[src/rtl/prv32_muldiv_pkg.sv]
// rtl/prv32_muldiv_pkg.sv - shared op codes, FSM encoding and constants for prv32_muldiv
//
// Purpose: funct3 op codes, 2-bit FSM state encoding and the XLEN_MIN_INT /
//          ALL_ONES constants used by the multiply/divide unit.
// Ports:   none (package).
package prv32_muldiv_pkg;

  localparam logic [2:0] OP_MUL    = 3'b000;
  localparam logic [2:0] OP_MULH   = 3'b001;
  localparam logic [2:0] OP_MULHSU = 3'b010;
  localparam logic [2:0] OP_MULHU  = 3'b011;
  localparam logic [2:0] OP_DIV    = 3'b100;
  localparam logic [2:0] OP_DIVU   = 3'b101;
  localparam logic [2:0] OP_REM    = 3'b110;
  localparam logic [2:0] OP_REMU   = 3'b111;

  localparam logic [31:0] XLEN_MIN_INT = 32'h8000_0000;
  localparam logic [31:0] ALL_ONES     = 32'hFFFF_FFFF;

  typedef enum logic [1:0] {
    ST_IDLE = 2'd0,
    ST_CALC = 2'd1,
    ST_FIX  = 2'd2,
    ST_DONE = 2'd3
  } state_t;

endpackage

[src/rtl/prv32_muldiv_step.sv]
// rtl/prv32_muldiv_step.sv - one shift-add / restoring-divide iteration
//
// Purpose: combinational single-bit step on the 2W-bit accumulator.
//   mul (mode=0): acc = {partial_hi, multiplier}; add operand when acc[0], shift right.
//   div (mode=1): acc = {remainder, dividend/quotient}; shift left, trial subtract.
// Ports:
//   acc      in  2W  current accumulator
//   operand  in  W   multiplicand (mul) or divisor (div), magnitudes only
//   mode     in  1   0 = multiply, 1 = divide
//   acc_next out 2W  accumulator after the step (quotient bit slot left 0)
//   qbit     out 1   quotient bit produced by a divide step (0 for multiply)
module prv32_muldiv_step #(
  parameter int W = 32
) (
  input  logic [2*W-1:0] acc,
  input  logic [W-1:0]   operand,
  input  logic           mode,
  output logic [2*W-1:0] acc_next,
  output logic           qbit
);

  logic [W:0]   sum;
  logic [W:0]   shifted;
  logic [W-1:0] diff;
  logic         ge;

  always_comb begin
    sum     = {1'b0, acc[2*W-1:W]} + (acc[0] ? {1'b0, operand} : '0);
    // Remainder after the left shift can need W+1 bits before the subtract.
    shifted = acc[2*W-1:W-1];
    ge      = (shifted >= {1'b0, operand});
    diff    = shifted[W-1:0] - operand;
    qbit    = 1'b0;
    acc_next = {sum, acc[W-1:1]};
    if (mode) begin
      qbit     = ge;
      acc_next = ge ? {diff, acc[W-2:0], 1'b0} : {acc[2*W-2:0], 1'b0};
    end
  end

endmodule

[src/rtl/prv32_muldiv.sv]
// rtl/prv32_muldiv.sv - iterative RV32M multiply/divide unit
//
// Purpose: 1 bit/cycle shift-add multiply and restoring divide on operand
//   magnitudes, with sign fix-up in a final FIX cycle. Optional macro
//   PRV32_MULDIV_FAST_EN sends divide-by-zero, signed overflow and MUL* with a
//   zero operand straight from accept to DONE.
// Ports:
//   clk, rst_n  clock, asynchronous active-low reset
//   start       request valid, accepted in IDLE or DONE
//   op          funct3 op code
//   a, b        rs1, rs2 operands, captured at accept
//   kill        flush; aborts the in-flight op, no done
//   busy        high in CALC/FIX
//   done        one-cycle pulse with valid r
//   r           result, held until the next completion
//   dz          divisor was zero, valid with done and held with r
module prv32_muldiv
  import prv32_muldiv_pkg::*;
#(
  parameter int XLEN  = 32,
  parameter int CNT_W = 5
) (
  input  logic            clk,
  input  logic            rst_n,
  input  logic            start,
  input  logic [2:0]      op,
  input  logic [XLEN-1:0] a,
  input  logic [XLEN-1:0] b,
  input  logic            kill,
  output logic            busy,
  output logic            done,
  output logic [XLEN-1:0] r,
  output logic            dz
);

  state_t              state, state_nxt;
  logic [CNT_W-1:0]    cnt;
  logic [2*XLEN-1:0]   acc, step_acc, prod;
  logic [XLEN-1:0]     opnd, sp_val, res, quot, rem;
  logic [2:0]          op_q;
  logic                sa, sb, sp, dz_pend, step_q;

  logic                accept, a_neg, b_neg, div_op, b_zero, ovf, sp_in, dz_in, fast_path;
  logic [XLEN-1:0]     sp_val_in;

  always_comb begin
    accept = start && !kill && (state == ST_IDLE || state == ST_DONE);
    a_neg  = a[XLEN-1] && (op == OP_MULH || op == OP_MULHSU || op == OP_DIV || op == OP_REM);
    b_neg  = b[XLEN-1] && (op == OP_MULH || op == OP_DIV || op == OP_REM);
    div_op = op[2];
    b_zero = (b == '0);
    ovf    = (op == OP_DIV || op == OP_REM) && a == XLEN_MIN_INT && b == ALL_ONES;
    dz_in  = div_op && b_zero;
    // Results known at accept; a zero MUL* operand always yields 0.
    sp_in  = dz_in || ovf || (!div_op && (a == '0 || b_zero));
    sp_val_in = '0;
    if (dz_in)    sp_val_in = op[1] ? a : ALL_ONES;
    else if (ovf) sp_val_in = op[1] ? '0 : XLEN_MIN_INT;
`ifdef PRV32_MULDIV_FAST_EN
    fast_path = sp_in;
`else
    fast_path = 1'b0;
`endif
  end

  prv32_muldiv_step #(.W(XLEN)) u_step (
    .acc      (acc),
    .operand  (opnd),
    .mode     (op_q[2]),
    .acc_next (step_acc),
    .qbit     (step_q)
  );

  always_comb begin
    prod = (sa ^ sb) ? -acc : acc;
    quot = (sa ^ sb) ? -acc[XLEN-1:0] : acc[XLEN-1:0];
    rem  = sa ? -acc[2*XLEN-1:XLEN] : acc[2*XLEN-1:XLEN];
    case (op_q)
      OP_MUL:                       res = prod[XLEN-1:0];
      OP_MULH, OP_MULHSU, OP_MULHU: res = prod[2*XLEN-1:XLEN];
      OP_DIV, OP_DIVU:              res = quot;
      default:                      res = rem;
    endcase
    if (sp) res = sp_val;
  end

  always_comb begin
    state_nxt = state;
    case (state)
      ST_IDLE: if (accept) state_nxt = fast_path ? ST_DONE : ST_CALC;
      ST_CALC: if (cnt == CNT_W'(XLEN - 1)) state_nxt = ST_FIX;
      ST_FIX:  state_nxt = ST_DONE;
      ST_DONE: state_nxt = accept ? (fast_path ? ST_DONE : ST_CALC) : ST_IDLE;
      default: state_nxt = ST_IDLE;
    endcase
    if (kill) state_nxt = ST_IDLE;
  end

  always_ff @(posedge clk or negedge rst_n) begin
    if (!rst_n) begin
      state   <= ST_IDLE;
      cnt     <= '0;
      acc     <= '0;
      opnd    <= '0;
      op_q    <= OP_MUL;
      sa      <= 1'b0;
      sb      <= 1'b0;
      sp      <= 1'b0;
      sp_val  <= '0;
      dz_pend <= 1'b0;
      r       <= '0;
      dz      <= 1'b0;
    end else begin
      state <= state_nxt;
      if (accept) begin
        op_q    <= op;
        sa      <= a_neg;
        sb      <= b_neg;
        acc     <= {{XLEN{1'b0}}, (a_neg ? -a : a)};
        opnd    <= b_neg ? -b : b;
        cnt     <= '0;
        sp      <= sp_in;
        sp_val  <= sp_val_in;
        dz_pend <= dz_in;
        if (fast_path) begin
          r  <= sp_val_in;
          dz <= dz_in;
        end
      end else if (state == ST_CALC && !kill) begin
        acc <= {step_acc[2*XLEN-1:1], step_acc[0] | step_q};
        cnt <= cnt + 1'b1;
      end else if (state == ST_FIX && !kill) begin
        r  <= res;
        dz <= dz_pend;
      end
    end
  end

  assign busy = (state == ST_CALC) || (state == ST_FIX);
  assign done = (state == ST_DONE);

endmodule
[config.mk]
export PLATFORM = sky130hd
export DESIGN_NAME = prv32_muldiv
export DESIGN_NICKNAME = d
export VERILOG_FILES = /design/src/rtl/prv32_muldiv_pkg.sv /design/src/rtl/prv32_muldiv_step.sv /design/src/rtl/prv32_muldiv.sv
export SDC_FILE = /design/constraint.sdc
export NUM_CORES = 1
export LEC_CHECK = 0
export BUFFER_PORTS_ARGS = -buffer_cell sky130_fd_sc_hd__buf_2
export CORE_UTILIZATION = 40
export DETAILED_ROUTE_END_ITERATION = 12
export PLACE_DENSITY_LB_ADDON = 0.25
export SLEW_MARGIN = 40
export SYNTH_ARGS = -nofsm -noshare
export SYNTH_HDL_FRONTEND = slang
export SYNTH_SLANG_ARGS = --single-unit
[constraint.sdc]
create_clock -name clk -period 6.8 [get_ports clk]
set_input_delay 0.68 -clock clk [delete_from_list [all_inputs] [get_ports clk]]
set_output_delay 0.68 -clock clk [all_outputs]
set_load 0.1 [all_outputs]
==> flow_metrics.tcl, run 1 <==
set metrics [dict create \
    skew_ps 17.0 \
    regArea_um2 4380 \
    viasPerCell 6.10 \
    die_h_um 200 \
    cts_resized 0 \
    min_period_ps 4040 \
    hpwl_mm 42.9 \
    async_flop_share 1.00 \
    required_ps 7190 \
    vdd.ir_drop.worst_mv 0.416 \
    synth_cell_types 78 \
    cts_buffers 17 \
    total_power_uw 9130 \
    leakagePower_uw 0.00750 \
    h-tree-depth 4 \
    syn-num-nets 2198 \
    cts_root_buf "clkbuf_16" \
    min_path_type "in -> async" \
    crit_type "reg -> reg" \
    io_buffer_count 105 \
    grt_antenna_before_repair 0 \
    design.portCount 106 \
    cts_hold_buf 0 \
    crit_start "acc[0]" \
    avgSynthCellArea_um2 7.67 \
    switching_power_uw 5200 \
    finalMaxSlewViolations 0 \
    cp-end-kind "flop" \
    fmaxAchievable_mhz 248 \
    cts_setup_buffers 0 \
    period_share 0.594 \
    fin_ws_ps 2760 \
    cts.sinks 175 \
    worstPathMaxFanout 9 \
    first_iter_violations 1690 \
    clk_latency_ps 470 \
    worstPathArrival_ps 4430 \
    drtPass1Iterations 6 \
    die_w_um 200 \
    tns_ps 0 \
    syn_area_um2 15700 \
    num_vias 15800 \
    final_common_cell "nand2_1" \
    startpoint_type "flop" \
    synth_edf_count 0 \
    power_density_nw_per_um2 534 \
    grtUsageTotal 0.280 \
    ys_ff_latch 175 \
    grt-ovfl-total 0 \
    yosysWarningCount 0 \
    grt_pass1_vias 14800 \
    wire_per_inst_um 22.0 \
    dieArea_um2 40100 \
    synthCells 2049 \
    wirelength_mm 56.9 \
    slew-limit-headroom 0.465 \
    internal_power_uw 3930 \
    cts_tree "yes" \
    setup_viol 0 \
    drv_cap 0 \
    gp_congestion 0.961 \
    area_growth_pct 8.92 \
    postRouteAntennaNets 0 \
    rr_startpoint "acc[0]" \
    fillCellCount 3962 \
    num_rows 72 \
    detailedPlace.worstSlack_ps 2900 \
    clock_path_buffers 2 \
    yosys_most_used_dff "dfrtp_1" \
    grt_max_degree 91 \
    p_seq_frac 0.227 \
    seq_area_frac_synth 0.279 \
    core-area_um2 38600 \
    swShare 0.569 \
    final_cell_mix "256 x nand2_1, 213 x o21ai_0, 174 x dfrtp_1" \
    rsz0062_at_grt "false" \
    start_util 0.406 \
    status "completed" \
    drc 0 \
    clock_power_share 0.109 \
    multi_input_comb_area_um2 10500 \
    grt_pass1_wl_mm 87.3 \
    diodes 0 \
    drive_gt1_frac 0.0962 \
    clkTransAtPathRegs_ps 80 \
    power_frac_comb 0.664 \
    hold_violations 0 \
    worst_pin_slew_ps 800 \
    nets 2205 \
]
-- final cells by class --
type / count / share of cell area
clock buffers: 20 / 0.0267
clock inverters: 12 / 0.00636
inverters: 72 / 0.0158
multi-input cells: 1664 / 0.616
flip-flops and latches: 175 / 0.256
well taps: 518 / 0.0379
repair buffers: 126 / 0.0407
-- final timing paths --
check	to	slack (ps)	cells past startpoint
worst max register to register	acc[63]	2760	13
worst min register to register	opnd[10]	480	2
worst max-delay path	acc[63]	2760	13
min in group clk	op_q[0]	480	3
worst min-delay path	r[10]	230	1
max in group asynchronous	op_q[2]	5340	2
-- metal layers --
metal  global-route usage  vias to the layer above  part of all wire
met4                0.118                        0             0.039
met1                0.402                     7513              0.45
met5                    0                        -                 0
met2                0.408                      787              0.42
met3               0.0526                      109             0.090
li1                     -                     7372                 -
-- worst max-delay path, cell delays in order (launching register included) --
cell and delay [ps]:
dfrtp_1 540, and2_1 190, ha_1 250, inv_1 80, fa_1 420, nand2b_1 210, a21oi_1 340, o21ai_0 210
a21oi_1 650, o21ai_0 220, a21oi_1 330, a41oi_1 170, a41o_1 250, a21oi_1 120
-- power by group through the flow --
stage	clock network (uW)	logic, uW	registers [uW]
2_1_floorplan	0	4090	2280
3_3_place_gp	0	5860	2050
3_5_place_dp	0	5900	2060
4_1_cts	1010	5930	2040
5_1_grt	1040	6530	2100
6_report	997	6060	2070
-- flip-flops by register name, indices dropped and copies added, names as in the netlist --
name	count
acc	64
cnt	5
dz	1
dz_pend	1
op_q	3
opnd	32
r	32
sa	1
sb	1
sp	1
sp_val	32
state	2
-- through the flow --
step / std cells / utilization / area (um2) / hold WS [ps]
after floorplan: 2049 / - / 15700 / 384
after global placement: 2555 / 0.427 / 16500 / 455
after detailed placement: 2555 / 0.428 / 16500 / 467
after CTS: 2587 / 0.443 / 17100 / 254
after global routing: 2587 / 0.443 / 17100 / 287
final: 2587 / 0.443 / 17100 / 226
-- logic make-up after synthesis --
family	after synthesis	synth area share
xor gates and xnor gates	203	0.113
AOI/OAI and AO/OA	654	0.256
DFF	175	0.279
buffers and inverters	210	0.0548
muxes	42	0.0271
adders and majority gates	78	0.0631
and+or+nand+nor	687	0.207
-- cell usage after synthesis (4+ instances only) --
cell	n	area share
a211o_1	5	0.0028
a211oi_1	22	0.011
a21boi_0	5	0.0024
a21o_1	36	0.017
a21oi_1	173	0.055
a221oi_1	7	0.0039
a22oi_1	15	0.0072
a31oi_1	22	0.0088
a32oi_1	4	0.0022
and2_1	9	0.0036
and3_1	12	0.0048
buf_1	8	0.0019
clkbuf_1	115	0.027
dfrtp_1	175	0.28
ha_1	76	0.061
inv_1	71	0.017
mux2_2	4	0.0029
mux2i_1	38	0.024
nand2_1	258	0.062
nand2b_1	23	0.0092
nand3_1	32	0.010
nand3b_1	5	0.0024
nand4_1	20	0.0080
nor2_1	163	0.039
nor2b_1	40	0.016
nor3_1	39	0.012
nor4_1	29	0.012
o211ai_1	36	0.017
o21a_1	5	0.0024
o21ai_0	213	0.068
o21bai_1	11	0.0053
o221ai_1	30	0.017
o22ai_1	8	0.0032
o31ai_1	24	0.011
o41ai_1	13	0.0072
or2_2	8	0.0032
or3_1	13	0.0052
or4_1	15	0.0072
xnor2_1	98	0.055
xor2_1	105	0.059
Power figures use the tool's default switching activity.
==> inputs of run 2 (changes only) <==
Settings changed: ABC_AREA set to 1.
Clock period 6.8 ns to 3.3 ns, I/O delays scaled along.
==> flow_metrics.tcl, run 2 <==
set metrics [dict create \
    rsz0062_at_grt "false" \
    drc 0 \
    synth_area_leaders "dfrtp_1 24%, nand2_1 20%, inv_1 8.3%, nand3_1 8.0%, o21ai_0 7.9%" \
    async_flop_share 1.00 \
    avgSynthCellArea_um2 5.78 \
    slowest_delay_ps 520 \
    design.portCount 106 \
    grt-ovfl-total 0 \
    viasPerCell 5.56 \
    diodes 0 \
    grt_pass1_vias 19400 \
    die_w_um 218 \
    setup_viol 0 \
    finalMaxSlewViolations 0 \
    cts.sinks 175 \
    start_util 0.407 \
    cp-end-kind "flop" \
    final_cell_mix "991 x nand2_1, 412 x inv_1, 386 x nor2_1" \
    wire_per_inst_um 20.2 \
    h-tree-depth 4 \
    status "completed" \
    grt_antenna_before_repair 0 \
    startpoint_type "flop" \
    drv_cap 0 \
    wirelength_mm 79.1 \
    worst_pin_slew_ps 762 \
    cp_cell_sequence "buf_4 > nand2_1 > inv_1 > ha_1 > nand2_1 > nor2_1 > inv_1 > nor2_1 > nand3_1 > nand3_1 > nand2_1 > nor2_1 > nor2_1 > nand2_1 > nand2_1" \
    grt_max_degree 115 \
    grt_pass1_wl_mm 118 \
    cp_top_family "simple AND/OR/NAND/NOR gates" \
    ys_ff_latch 175 \
    syn_area_um2 18600 \
    period_share 0.901 \
    synth_cell_types 59 \
    hpwl_mm 63.3 \
    fmaxAchievable_mhz 336 \
    regArea_um2 4380 \
    largest_register_ffs 64 \
    cpMaxStageDelayCell "dfrtp_1" \
    largest-register "acc" \
    clk_latency_ps 470 \
    final_cells 3920 \
    required_ps 3650 \
    min_period_ps 2970 \
    synthAdderAreaFrac 0.0533 \
    yosys.area_share.xor_xnor 0.0254 \
    synth_top_area_frac 0.235 \
    fillCellCount 5044 \
    grtUsageTotal 0.331 \
    vdd.ir_drop.worst_mv 1.02 \
    synth.area.mux_share 0 \
    slew-limit-headroom 0.491 \
    yosysWarningCount 0 \
    cts_root_buf "clkbuf_16" \
    worstPathMaxFanout 28 \
    synthCells 3217 \
    cts_tree "yes" \
    path_buf_inv 3 \
    postRouteAntennaNets 0 \
    leakagePower_uw 0.0107 \
    synthTopCellsByCount "991 x nand2_1, 413 x inv_1, 387 x nor2_1" \
    crit_type "reg -> reg" \
    cts_resized 0 \
    clock_path_buffers 2 \
    yosys_most_used_dff "dfrtp_1" \
    drive_gt1_frac 0.0843 \
    nets 3456 \
    synth_edf_count 0 \
    synthSimpleGateAreaFrac 0.414 \
    num_rows 78 \
    die_h_um 218 \
    multi_input_comb_area_um2 12100 \
    cts_buffers 17 \
    syn-num-nets 3366 \
    worstPathArrival_ps 3320 \
    clkTransAtPathRegs_ps 80 \
    gp_congestion 1.06 \
    dp.cells 3887 \
    final_common_cell "nand2_1" \
    tns_ps 0 \
    power_density_nw_per_um2 1060 \
    skew_ps 15.8 \
    hold_violations 0 \
    drtPass1Iterations 6 \
    io_buffer_count 105 \
    synth_top_family_by_area "simple AND/OR/NAND/NOR gates" \
    first_iter_violations 2823 \
    core-area_um2 45700 \
    total_power_uw 21700 \
    min_path_type "in -> reg" \
    fin_util 0.450 \
    synth_area_leader_cell "dfrtp_1" \
    cpMostUsedCell "nand2_1" \
    dieArea_um2 47400 \
    num_vias 21800 \
    synth-compound-area-share 0.159 \
    area_growth_pct 10.5 \
    synth.most_common_cell "nand2_1" \
    seq_area_frac_synth 0.235 \
    holdWs_ps 130 \
]
## run 2: cell types whose count changed after synthesis, sizes merged, moves of 32 or more
cell / change
xor2: -59
clkbuf: -55
a21oi: -34
a21o: -32
mux2i: -38
nand3: +272
nor2b: -40
o21ai: +104
inv: +354
nor2: +235
xnor2: -90
nand2: +741
## run 2: final timing paths
check | from | to | slack [ps] | depth (start not counted)
setup reg to reg | acc[0] | acc[58] | 330 | 15
hold reg to reg | cnt[3] | cnt[3] | 470 | 1
setup / recovery | acc[0] | acc[58] | 330 | 15
hold / removal | op[2] | op_q[2] | 130 | 3
min in group asynchronous | rst_n | opnd[20] | 410 | 2
max in group asynchronous | rst_n | acc[52] | 1890 | 3
## run 2: final cells by class
| type | instances | area share |
|---|---|---|
| clock inverters | 11 | 0.00608 |
| multi-input cells | 2506 | 0.590 |
| repair buffers | 180 | 0.0541 |
| well taps | 600 | 0.0365 |
| flip-flops and latches | 175 | 0.213 |
| inverters | 427 | 0.0780 |
| clock buffers | 21 | 0.0224 |
## run 2: report_power, final
part / total [uW] / internal, uW / switching, uW
clock network: 2080 / 1100 / 975
logic: 15900 / 4330 / 11500
registers: 3820 / 2900 / 913
## run 2: logic make-up after synthesis
family	Yosys count
and+or+nand+nor	1830
AOI/OAI and AO/OA	544
buffers and inverters	536
DFF	175
adders and majority gates	78
xor gates and xnor gates	54
## run 2: per-stage QoR
step                      area, um2  setup WS [ps]
after floorplan               18600            702
after global placement        20000            525
after detailed placement      20000            470
after CTS                     20600            441
after global routing          20600            143
final                         20600            325
## run 2: per-layer routing
layer / global-route usage / vias to the layer above / routed length [um]
met5: 0 / - / 0
met4: 0.107 / 0 / 2510
met1: 0.498 / 9980 / 35800
met2: 0.458 / 1155 / 31300
li1: - / 10500 / -
met3: 0.0746 / 117 / 9460
## run 2: timing repair
| action | in CTS | in global routing |
|---|---|---|
| hold buffers | 1 | 0 |
| endpoints found under the hold margin | 73 | 0 |
| setup buffers | 0 | 0 |
## run 2: tightest hold or removal path, cell delays in order
cell     delay (ps)
buf_2           120
nand2_1          50
o21ai_0          60
